--- config.mk ---
export PLATFORM = sky130hd
export DESIGN_NAME = uart_rx_fifo
export DESIGN_NICKNAME = d
export VERILOG_FILES = /design/src/rtl/uart_rx_fifo.sv
export SDC_FILE = /design/constraint.sdc
export NUM_CORES = 1
export LEC_CHECK = 0
export BUFFER_PORTS_ARGS = -buffer_cell sky130_fd_sc_hd__buf_2
export CAP_MARGIN = 20
export CORE_ASPECT_RATIO = 1.5
export CORE_UTILIZATION = 53
export DETAILED_ROUTE_END_ITERATION = 7
export HOLD_SLACK_MARGIN = 0.1
export PLACE_DENSITY_LB_ADDON = 0.15
export SYNTH_ARGS = -nofsm -noshare
export SYNTH_HDL_FRONTEND = slang
export SYNTH_SLANG_ARGS = --single-unit
--- constraint.sdc ---
create_clock -name clk -period 2.35 [get_ports clk]
set_input_delay 0.1175 -clock clk [delete_from_list [all_inputs] [get_ports clk]]
set_output_delay 0.1175 -clock clk [all_outputs]
set_load 0.05 [all_outputs]
--- src/rtl/uart_rx_fifo.sv ---
// ---------------------------------------------------------------------------
// uart_rx_fifo
//   UART receiver (8 data bits, LSB first, one stop bit, 16x oversampling)
//   feeding a small show-ahead receive FIFO.
//
//   Optional feature macro: UART_RX_PARITY_EN
//     Undefined (default): 10-bit frame  start | d0..d7 | stop
//     Defined            : 11-bit frame  start | d0..d7 | even parity | stop,
//                          plus the parity_err output.
//
// Parameters
//   CLK_HZ : system clock frequency in Hz
//   BAUD   : serial bit rate
//   DEPTH  : FIFO entries, power of two, 2..16
//
// Ports
//   clk        in   single clock for all logic
//   rst_n      in   asynchronous active-low reset
//   rx         in   asynchronous serial line, idle high
//   rd_en      in   pop FIFO head (ignored while valid=0)
//   data_out   out  FIFO head (show-ahead), 8'h00 while empty
//   valid      out  FIFO non-empty
//   received   out  one-clk pulse per byte accepted into the FIFO
//   frame_err  out  one-clk pulse when the stop bit samples 0
//   overflow   out  sticky: a byte was dropped on a full FIFO; cleared by pop
//   parity_err out  (UART_RX_PARITY_EN only) one-clk pulse on parity failure
// ---------------------------------------------------------------------------
module uart_rx_fifo #(
    parameter int CLK_HZ = 100000000,
    parameter int BAUD   = 9600,
    parameter int DEPTH  = 4
) (
    input  logic       clk,
    input  logic       rst_n,
    input  logic       rx,
    input  logic       rd_en,
    output logic [7:0] data_out,
    output logic       valid,
    output logic       received,
    output logic       frame_err,
`ifdef UART_RX_PARITY_EN
    output logic       parity_err,
`endif
    output logic       overflow
);

    localparam int DIV   = CLK_HZ / (BAUD * 16);
    localparam int DIV_W = (DIV > 1) ? $clog2(DIV) : 1;
    localparam int PW    = (DEPTH > 1) ? $clog2(DEPTH) : 1;
    localparam int CW    = PW + 1;

    typedef enum logic [2:0] {
        S_IDLE   = 3'd0,
        S_START  = 3'd1,
        S_DATA   = 3'd2,
        S_STOP   = 3'd3,
`ifdef UART_RX_PARITY_EN
        S_PARITY = 3'd5,
`endif
        S_BREAK  = 3'd4
    } state_e;

    // -----------------------------------------------------------------------
    // Input synchronizer: both flops reset to the idle level so reset release
    // never looks like a start bit.
    // -----------------------------------------------------------------------
    logic rx_meta_q, rx_sync_q;

    always_ff @(posedge clk or negedge rst_n) begin
        if (!rst_n) begin
            rx_meta_q <= 1'b1;
            rx_sync_q <= 1'b1;
        end else begin
            rx_meta_q <= rx;
            rx_sync_q <= rx_meta_q;
        end
    end

    // -----------------------------------------------------------------------
    // Free-running 16x oversample tick generator.
    // -----------------------------------------------------------------------
    logic [DIV_W-1:0] div_q;
    logic             tick;

    assign tick = (div_q == DIV_W'(DIV - 1));

    always_ff @(posedge clk or negedge rst_n) begin
        if (!rst_n)    div_q <= '0;
        else if (tick) div_q <= '0;
        else           div_q <= div_q + DIV_W'(1);
    end

    // -----------------------------------------------------------------------
    // Receive FSM. tcnt_q counts oversample ticks inside a bit; the start bit
    // is sampled 8 ticks after detection (mid-bit), every later bit 16 ticks
    // after the previous sample. wr_stb_q is a registered write request, so
    // the FIFO (and received) update on the clk after the stop-bit sample.
    // -----------------------------------------------------------------------
    state_e     state_q;
    logic [3:0] tcnt_q;
    logic [2:0] bitcnt_q;
    logic [7:0] shreg_q;
    logic       wr_stb_q;
    logic       frame_err_q;
`ifdef UART_RX_PARITY_EN
    logic       par_bad_q;
    logic       parity_err_q;
`endif

    always_ff @(posedge clk or negedge rst_n) begin
        if (!rst_n) begin
            state_q      <= S_IDLE;
            tcnt_q       <= '0;
            bitcnt_q     <= '0;
            shreg_q      <= '0;
            wr_stb_q     <= 1'b0;
            frame_err_q  <= 1'b0;
`ifdef UART_RX_PARITY_EN
            par_bad_q    <= 1'b0;
            parity_err_q <= 1'b0;
`endif
        end else begin
            wr_stb_q    <= 1'b0;
            frame_err_q <= 1'b0;
`ifdef UART_RX_PARITY_EN
            parity_err_q <= 1'b0;
`endif
            case (state_q)
                S_IDLE: begin
                    if (tick && !rx_sync_q) begin
                        state_q <= S_START;
                        tcnt_q  <= '0;
                    end
                end

                S_START: begin
                    if (tick) begin
                        if (tcnt_q == 4'd7) begin
                            // Line back high at mid-bit: treat as a glitch.
                            tcnt_q   <= '0;
                            bitcnt_q <= '0;
                            state_q  <= rx_sync_q ? S_IDLE : S_DATA;
                        end else begin
                            tcnt_q <= tcnt_q + 4'd1;
                        end
                    end
                end

                S_DATA: begin
                    if (tick) begin
                        tcnt_q <= tcnt_q + 4'd1;   // 15 -> 0 on the sample tick
                        if (tcnt_q == 4'd15) begin
                            shreg_q  <= {rx_sync_q, shreg_q[7:1]};
                            bitcnt_q <= bitcnt_q + 3'd1;
                            if (bitcnt_q == 3'd7) begin
`ifdef UART_RX_PARITY_EN
                                state_q <= S_PARITY;
`else
                                state_q <= S_STOP;
`endif
                            end
                        end
                    end
                end

`ifdef UART_RX_PARITY_EN
                S_PARITY: begin
                    if (tick) begin
                        tcnt_q <= tcnt_q + 4'd1;
                        if (tcnt_q == 4'd15) begin
                            // Even parity: the parity bit equals XOR of data.
                            par_bad_q    <= (rx_sync_q != ^shreg_q);
                            parity_err_q <= (rx_sync_q != ^shreg_q);
                            state_q      <= S_STOP;
                        end
                    end
                end
`endif

                S_STOP: begin
                    if (tick) begin
                        tcnt_q <= tcnt_q + 4'd1;
                        if (tcnt_q == 4'd15) begin
                            if (rx_sync_q) begin
`ifdef UART_RX_PARITY_EN
                                wr_stb_q <= !par_bad_q;
`else
                                wr_stb_q <= 1'b1;
`endif
                                state_q  <= S_IDLE;
                            end else begin
                                frame_err_q <= 1'b1;
                                state_q     <= S_BREAK;
                            end
                        end
                    end
                end

                // Wait out a held-low line so it is not taken as new starts.
                S_BREAK: begin
                    if (rx_sync_q) state_q <= S_IDLE;
                end

                default: state_q <= S_IDLE;
            endcase
        end
    end

    // -----------------------------------------------------------------------
    // Receive FIFO. A pop on a full FIFO frees the head slot in the same clk,
    // so a simultaneous write lands where the popped head was.
    // -----------------------------------------------------------------------
    logic [7:0]    mem_q [DEPTH];
    logic [PW-1:0] wptr_q, wptr_d;
    logic [PW-1:0] rptr_q, rptr_d;
    logic [CW-1:0] cnt_q, cnt_d;
    logic          overflow_q, overflow_d;
    logic          received_q;
    logic          pop, push, drop, full;

    assign full = (cnt_q == CW'(DEPTH));
    assign pop  = rd_en && (cnt_q != '0);
    assign push = wr_stb_q && (!full || pop);
    assign drop = wr_stb_q && full && !pop;

    always_comb begin
        wptr_d     = wptr_q;
        rptr_d     = rptr_q;
        cnt_d      = cnt_q;
        overflow_d = overflow_q;
        if (push) wptr_d = wptr_q + PW'(1);
        if (pop)  rptr_d = rptr_q + PW'(1);
        case ({push, pop})
            2'b10:   cnt_d = cnt_q + CW'(1);
            2'b01:   cnt_d = cnt_q - CW'(1);
            default: cnt_d = cnt_q;
        endcase
        if (pop)       overflow_d = 1'b0;
        else if (drop) overflow_d = 1'b1;
    end

    always_ff @(posedge clk or negedge rst_n) begin
        if (!rst_n) begin
            wptr_q     <= '0;
            rptr_q     <= '0;
            cnt_q      <= '0;
            overflow_q <= 1'b0;
            received_q <= 1'b0;
        end else begin
            wptr_q     <= wptr_d;
            rptr_q     <= rptr_d;
            cnt_q      <= cnt_d;
            overflow_q <= overflow_d;
            received_q <= push;
        end
    end

    // Storage needs no reset: data_out is forced to 0 while empty.
    always_ff @(posedge clk) begin
        if (push) mem_q[wptr_q] <= shreg_q;
    end

    assign valid     = (cnt_q != '0);
    assign data_out  = valid ? mem_q[rptr_q] : 8'h00;
    assign received  = received_q;
    assign frame_err = frame_err_q;
    assign overflow  = overflow_q;
`ifdef UART_RX_PARITY_EN
    assign parity_err = parity_err_q;
`endif

endmodule
# --- Word-level counts from Yosys, hierarchy flattened ---
# Memory sizes are Yosys's and may differ from the RTL's.
# Index checks and enable logic that the tools add are counted.
# W data, S select, Z words.
word_totals:
  latch_bits: 0
  word_cells: 100
  in_bits: 4
  mem_bits_ro: 0
  ram_bits: 32
  mem_count: 1
  ff_bits: 41
op_classes:
  n_shift: 0
  n_bitwise: 0
  div: 0
  n_mul: 0
  eq_ne: 21
  n_addsub: 7
  reduce_logical: 20
  mux: 37
  order_cmp: 0
memory_table:
  columns: ["name", "words", "word_bits", "read_ports", "rd_clocked_by_memory_dff", "write_ports", "line_no", "rtl"]
  rows:
  - ["mem_q", 4, 8, 1, 0, 1, "213", "logic [7:0] mem_q [DEPTH];"]
ops:
  columns: ["operator", "n"]
  rows:
  - ["$mux W3", 14]
  - ["$ne A2 B2 Y1 const B", 9]
  - ["$mux W4", 4]
  - ["$pmux W3 S5", 1]
  - ["$mux W1", 12]
  - ["$pmux W3 S2", 2]
  - ["$pmux W4 S3", 1]
  - ["$add A10 B1 Y10 const B", 1]
  - ["$eq A10 B10 Y1 const B", 1]
  - ["$mux W10", 1]
  - ["$eq A3 B3 Y1 const B", 3]
  - ["$reduce_and A9 Y1", 1]
  - ["$mux W8", 1]
  - ["$add A3 B1 Y3 const B", 2]
  - ["$eq A3 B2 Y1 const B", 2]
  - ["$reduce_bool A2 Y1", 3]
  - ["$reduce_bool A3 Y1", 2]
  - ["$logic_and A1 B1 Y1", 5]
  - ["$reduce_and A5 Y1", 1]
  - ["$add A2 B1 Y2 const B", 2]
  - ["$add A4 B1 Y4 const B", 1]
  - ["$eq A4 B3 Y1 const B", 1]
  - ["$eq A4 B4 Y1 const B", 1]
  - ["$reduce_and A4 Y1", 1]
  - ["11 further kinds", 13]

# --- Longest topological paths before layout ---
logic_depth:
  word_depth: 6
  depth_mapped: 10

# --- Least setup slack after synthesis ---
# Ideal clock, no wire load.
synth_timing:
  path_kind: "flip-flop to flip-flop"
  from: "register cnt_q[0]"
  to: "register cnt_q[2]"
  path_slack_ns: -0.032
  required_ns: 2.271
  path_stages_with_launch: 10
  arrival_time_ns: 2.303
  cell_sequence: "dfrtp_1 or3_1 clkbuf_1 and2_1 ha_1 inv_1 fa_1 xor2_1 nor2_1 xor2_1"
synth_between:
  elab_chain_len: 6
  word_cells_on_any_way: 12
  cone_classes: "2 x add/sub; 3 x eq/ne; 1 x mux; 6 x reduce/logical"
synth_rtl:
  columns: ["element", "line_no", "rtl"]
  rows:
  - ["start: declaration", "216", "logic [CW-1:0] cnt_q, cnt_d;"]
  - ["start signal: assignment", "252", "cnt_q <= cnt_d;"]
  - ["$reduce_bool A3 Y1 *", null, null]
  - ["via valid", "38", "output logic valid,"]
  - ["$logic_and A1 B1 Y1 *", "222", "assign pop = rd_en && (cnt_q != '0);"]
  - ["via pop", "219", "logic pop, push, drop, full;"]
  - ["$logic_or A1 B1 Y1", "223", "assign push = wr_stb_q && (!full || pop);"]
  - ["$logic_and A1 B1 Y1", "223", null]
  - ["$eq A2 B1 Y1 / $eq A2 B2 Y1 (equally long branches)", "233", "case ({push, pop})"]
  - ["$pmux W3 S2 / $reduce_bool A2 Y1 (equally long branches)", null, null]
# Mark *: on every way through the listed nets, which the timed path passes. The rest lies on a longest branch.
# A chain may end at the register's enable or synchronous reset.

# --- Final worst setup path ---
layout_timing:
  from: "register rptr_q[0]"
  to: "output data_out[3]"
layout_between:
  elab_chain_len: 2
layout_rtl:
  columns: ["element", "line_no", "rtl"]
  rows:
  - ["start: declaration", "215", "logic [PW-1:0] rptr_q, rptr_d;"]
  - ["start signal: assignment", "251", "rptr_q <= rptr_d;"]
  - ["$mem_v2 Z4 W8", null, null]
  - ["$mux W8", "264", "assign data_out = valid ? mem_q[rptr_q] : 8'h00;"]
  - ["end: declaration", "37", "output logic [7:0] data_out,"]
# Every way passes these cells.

==> run summary <==
The layout has 470 filler cells. The final layout contains 269 nets. The number of cells on the worst reg-to-reg path is 4.

Clock latency on the worst-skew pair, taken at its later pin, is 0.35 ns. The leakage power came out at 1.653 nW. Dividing the detail-routed wire length by the instance count gives 15.72 um. The initial utilization of the core area, before any placement, comes to 55.71%. The pre-antenna-repair detailed-routing pass consisted of 4 iterations. The weighted congestion reported at the end of routability-driven placement is 0.7644. The initialized floorplan defines 34 standard-cell rows. The logs give 1832 for the via count of the first global-routing pass and 248 for the net count after synthesis.

TritonCTS built the clock tree. A synthesized cell averages 14.14 um2. In the finished design, the share of the clock period the worst path needs comes to 90.04%. The synthesized design contains 73 register bits.

Wires add up to 5203 um. The depth of the CTS H-tree came out at 3. TritonCTS created 9 clock buffers.

The tools report the critical path capture point type as an output port. Compared with the post-synthesis result, the final layout area differs by 10.90%. Setup repair after global routing left no endpoint under its margin.

On the worst path, the slowest cell contributes a delay of 0.69 ns. The tools report the remaining design rule violation count as 0. In this run the number of cells on the critical path is 3.

Launch point of the worst path: rptr_q[0]. For the final database, setup skew stands at 0.01569 ns. The number of pins with negative max-slew slack in the final report is 0, and the detailed router's first-iteration violation count is 136. Once detail routing completed, the nets flagged for antenna violations numbered 0. The number of gates resized after CTS was 0. For this run, the number of Yosys warnings is 0. The height of the die works out to 98.56 um. The tools report the critical path capture point as data_out[3]. The total inserted antenna cells is 0. The maximum ir drop on the vdd rail is 394.2 uV, and the quantity of I/O buffers inserted on ports is 15.

The HPWL reported at the end of detailed placement is 3518 um. The slowest stage of the critical path belongs to the cell sky130_fd_sc_hd__dfrtp_1. For the worst setup path, the data arrival time is 2.00 ns.

The tree is rooted in a sky130_fd_sc_hd__clkbuf_8. The flow ran to the end, and the final reports show no timing, DRC or antenna violations. The worst register-to-register path begins at div_q[4]. The tool flagged a number of max-cap violations equal to 0. The CTS clock-pin slew for the worst setup and hold paths was 0.09 ns. For this block, the via count after detailed routing is 1828. Count of buffering cells on the critical path with inverters included: 1. Setup violations remaining at the end of the flow were counted as 0.

In the synthesized netlist the dominant register cell turns out to be sky130_fd_sc_hd__dfrtp_1. The setup slack of the most critical reg-to-reg path came out at 0.32 ns. In this run the power density over the cells is 753.4 nW/um2.

For the clock sink count, the log shows 73. The first global-routing pass estimated 8700 um of wire. In the final layout, the share of cells above drive strength 1 is 23.94%.

The clock passes through at most 2 buffers. In this design, the largest share of critical-path delay is due to flip-flops. The path type of the worst setup path was reg -> out. STA puts the critical path data required time at 2.23 ns. Leaving out fill and tap cells, the most frequent cell in the layout is sky130_fd_sc_hd__dfrtp_1. Using the TritonRoute via totals, the vias-per-cell ratio works out to 5.523. For the final routed database, the setup TNS stands at 0 ns.

The total standard cell area after synthesis is 3294 um2. The total area inside the core boundary comes to 5913 um2. For the pin with the worst max-slew slack, the measured transition is 0.9126 ns.

Initial antenna violation count: 0. Leaving out fill and tap cells, the most frequent cells in the layout are sky130_fd_sc_hd__dfrtp_1 (39), sky130_fd_sc_hd__edfxtp_1 (32), sky130_fd_sc_hd__nor2_1 (16), sky130_fd_sc_hd__buf_2 (15), sky130_fd_sc_hd__and2_1 (14). The floorplan step set the die width to 66.38 um. Subtracting the final worst setup slack from the clock period gives 2.116 ns. The area enclosed by the die boundary is 6542 um2, and the number of instances in the synthesized netlist is 233.

The kind of launch point of the worst setup path is a register. The run gives 39.16% as the worst max-slew margin expressed relative to the limit. In the synthesized netlist the async set-or-reset flop fraction comes to 56.16%. The signal on the critical path passes through mux4_2, and2_1, buf_2. The largest net degree at the start of global routing came out at 42. Sequential cell area fraction in the yosys report: 60.39%. The number of top-level pins is 16. In this run the critical register-to-register path is captured at shreg_q[6]. The tightest min-delay check is of the reg -> reg type.

Global routing finished with a remaining overflow of 0. Highest net fanout along the worst path: 9. Based on the critical path, the design can be clocked at up to 472.6 MHz.

The count of flip-flops with a built-in enable after synthesis was 32; the overall global routing resource usage was 18.35%. After layout, the design draws a total of 2.752 mW. The synthesized netlist contains 51 unique library cells. The tools report the total count of hold-check failures in the final report as 0.
sequential cells by signal (all words and copies together), names as in the netlist, 2 cells and up:
| name | count |
|---|---|
| bitcnt_q | 3 |
| cnt_q | 3 |
| div_q | 10 |
| mem_q | 32 |
| rptr_q | 2 |
| shreg_q | 8 |
| state_q | 3 |
| tcnt_q | 4 |
| wptr_q | 2 |
Yosys cell counts, types with 3 or more instances:
master	instances	area (um2)
sky130_fd_sc_hd__a21oi_1	3	15.01
sky130_fd_sc_hd__a22o_1	3	26.28
sky130_fd_sc_hd__and2_1	14	87.58
sky130_fd_sc_hd__and3_1	3	18.77
sky130_fd_sc_hd__buf_2	3	15.01
sky130_fd_sc_hd__clkbuf_1	5	18.77
sky130_fd_sc_hd__dfrtp_1	39	975.9
sky130_fd_sc_hd__edfxtp_1	32	960.9
sky130_fd_sc_hd__ha_1	10	125.1
sky130_fd_sc_hd__inv_1	10	37.54
sky130_fd_sc_hd__mux2_4	9	135.1
sky130_fd_sc_hd__mux4_2	8	180.2
sky130_fd_sc_hd__nand2_1	9	33.78
sky130_fd_sc_hd__nand2b_1	4	25.02
sky130_fd_sc_hd__nand3_1	4	20.02
sky130_fd_sc_hd__nand4_1	4	25.02
sky130_fd_sc_hd__nor2_1	16	60.06
sky130_fd_sc_hd__nor3_1	3	15.01
sky130_fd_sc_hd__xnor2_1	8	70.07
sky130_fd_sc_hd__xor2_1	8	70.07
routing by layer:
metal,wire [um],vias to the layer above,track usage (%)
met2,2645,32,29.51
met4,167,0,9.493
met5,0,-,0
met1,2239,897,21.61
met3,150,15,5.903
li1,-,884,-
worst register-to-register path, cell delays in order, from the launching register on:
cell	delay, ns
sky130_fd_sc_hd__dfrtp_1	0.45
sky130_fd_sc_hd__nor4b_4	0.36
sky130_fd_sc_hd__nand3_2	0.16
sky130_fd_sc_hd__or3_1	0.57
sky130_fd_sc_hd__mux2_4	0.37
final cells by class:
cell class              count  area, um2  area share [%]
well taps                  72      90.09           2.466
clock inverters             7      77.57           2.123
flip-flops and latches     73       1989           54.45
multi-input cells         139       1207           33.05
clock buffers               9      123.9           3.390
inverters                  10      37.54           1.027
repair buffers             21      127.6           3.493
repair_timing:
item,in CTS,in global routing
hold endpoints to repair,41,0
hold buffers,3,0
setup buffers,0,0
cell families after synthesis:
kind of cell	share of synthesized area, %
compound gates	5.166
xor+xnor	4.254
fa+ha+maj	4.406
buf+inv	2.962
flops	60.39
mux	10.22
simple gates	12.61
stage by stage:
step                      cells  setup slack, ns  hold WS, ns  utilization (%)  area [um2]
after floorplan             233           0.1815      -0.1781                -        3296
after global placement      312           0.3503       0.2231            57.87        3422
after detailed placement    312           0.3238       0.2250            57.87        3422
after CTS                   331           0.1682       0.3589            61.79        3654
after global routing        331           0.1048       0.3674            61.79        3654
final                       331           0.2342       0.3577            61.79        3654
worst min path at each step:
| stage | start | end | slack (ns) | cells past startpoint |
|---|---|---|---|---|
| after floorplan | rst_n | bitcnt_q[0] | -0.18 | 0 |
| after global placement | rx | rx_meta_q | 0.22 | 1 |
| after detailed placement | rx | rx_meta_q | 0.23 | 1 |
| after CTS | rx_meta_q | rx_sync_q | 0.36 | 0 |
| after global routing | rx_meta_q | rx_sync_q | 0.37 | 0 |
| final | rx_meta_q | rx_sync_q | 0.36 | 0 |
power by group:
group | internal [mW] | switching [mW] | leakage (nW)
logic | 0.150 | 0.129 | 0.651
registers | 1.37 | 0.111 | 0.902
clock network | 0.499 | 0.492 | 0.100
Power figures use the tool's default switching activity.
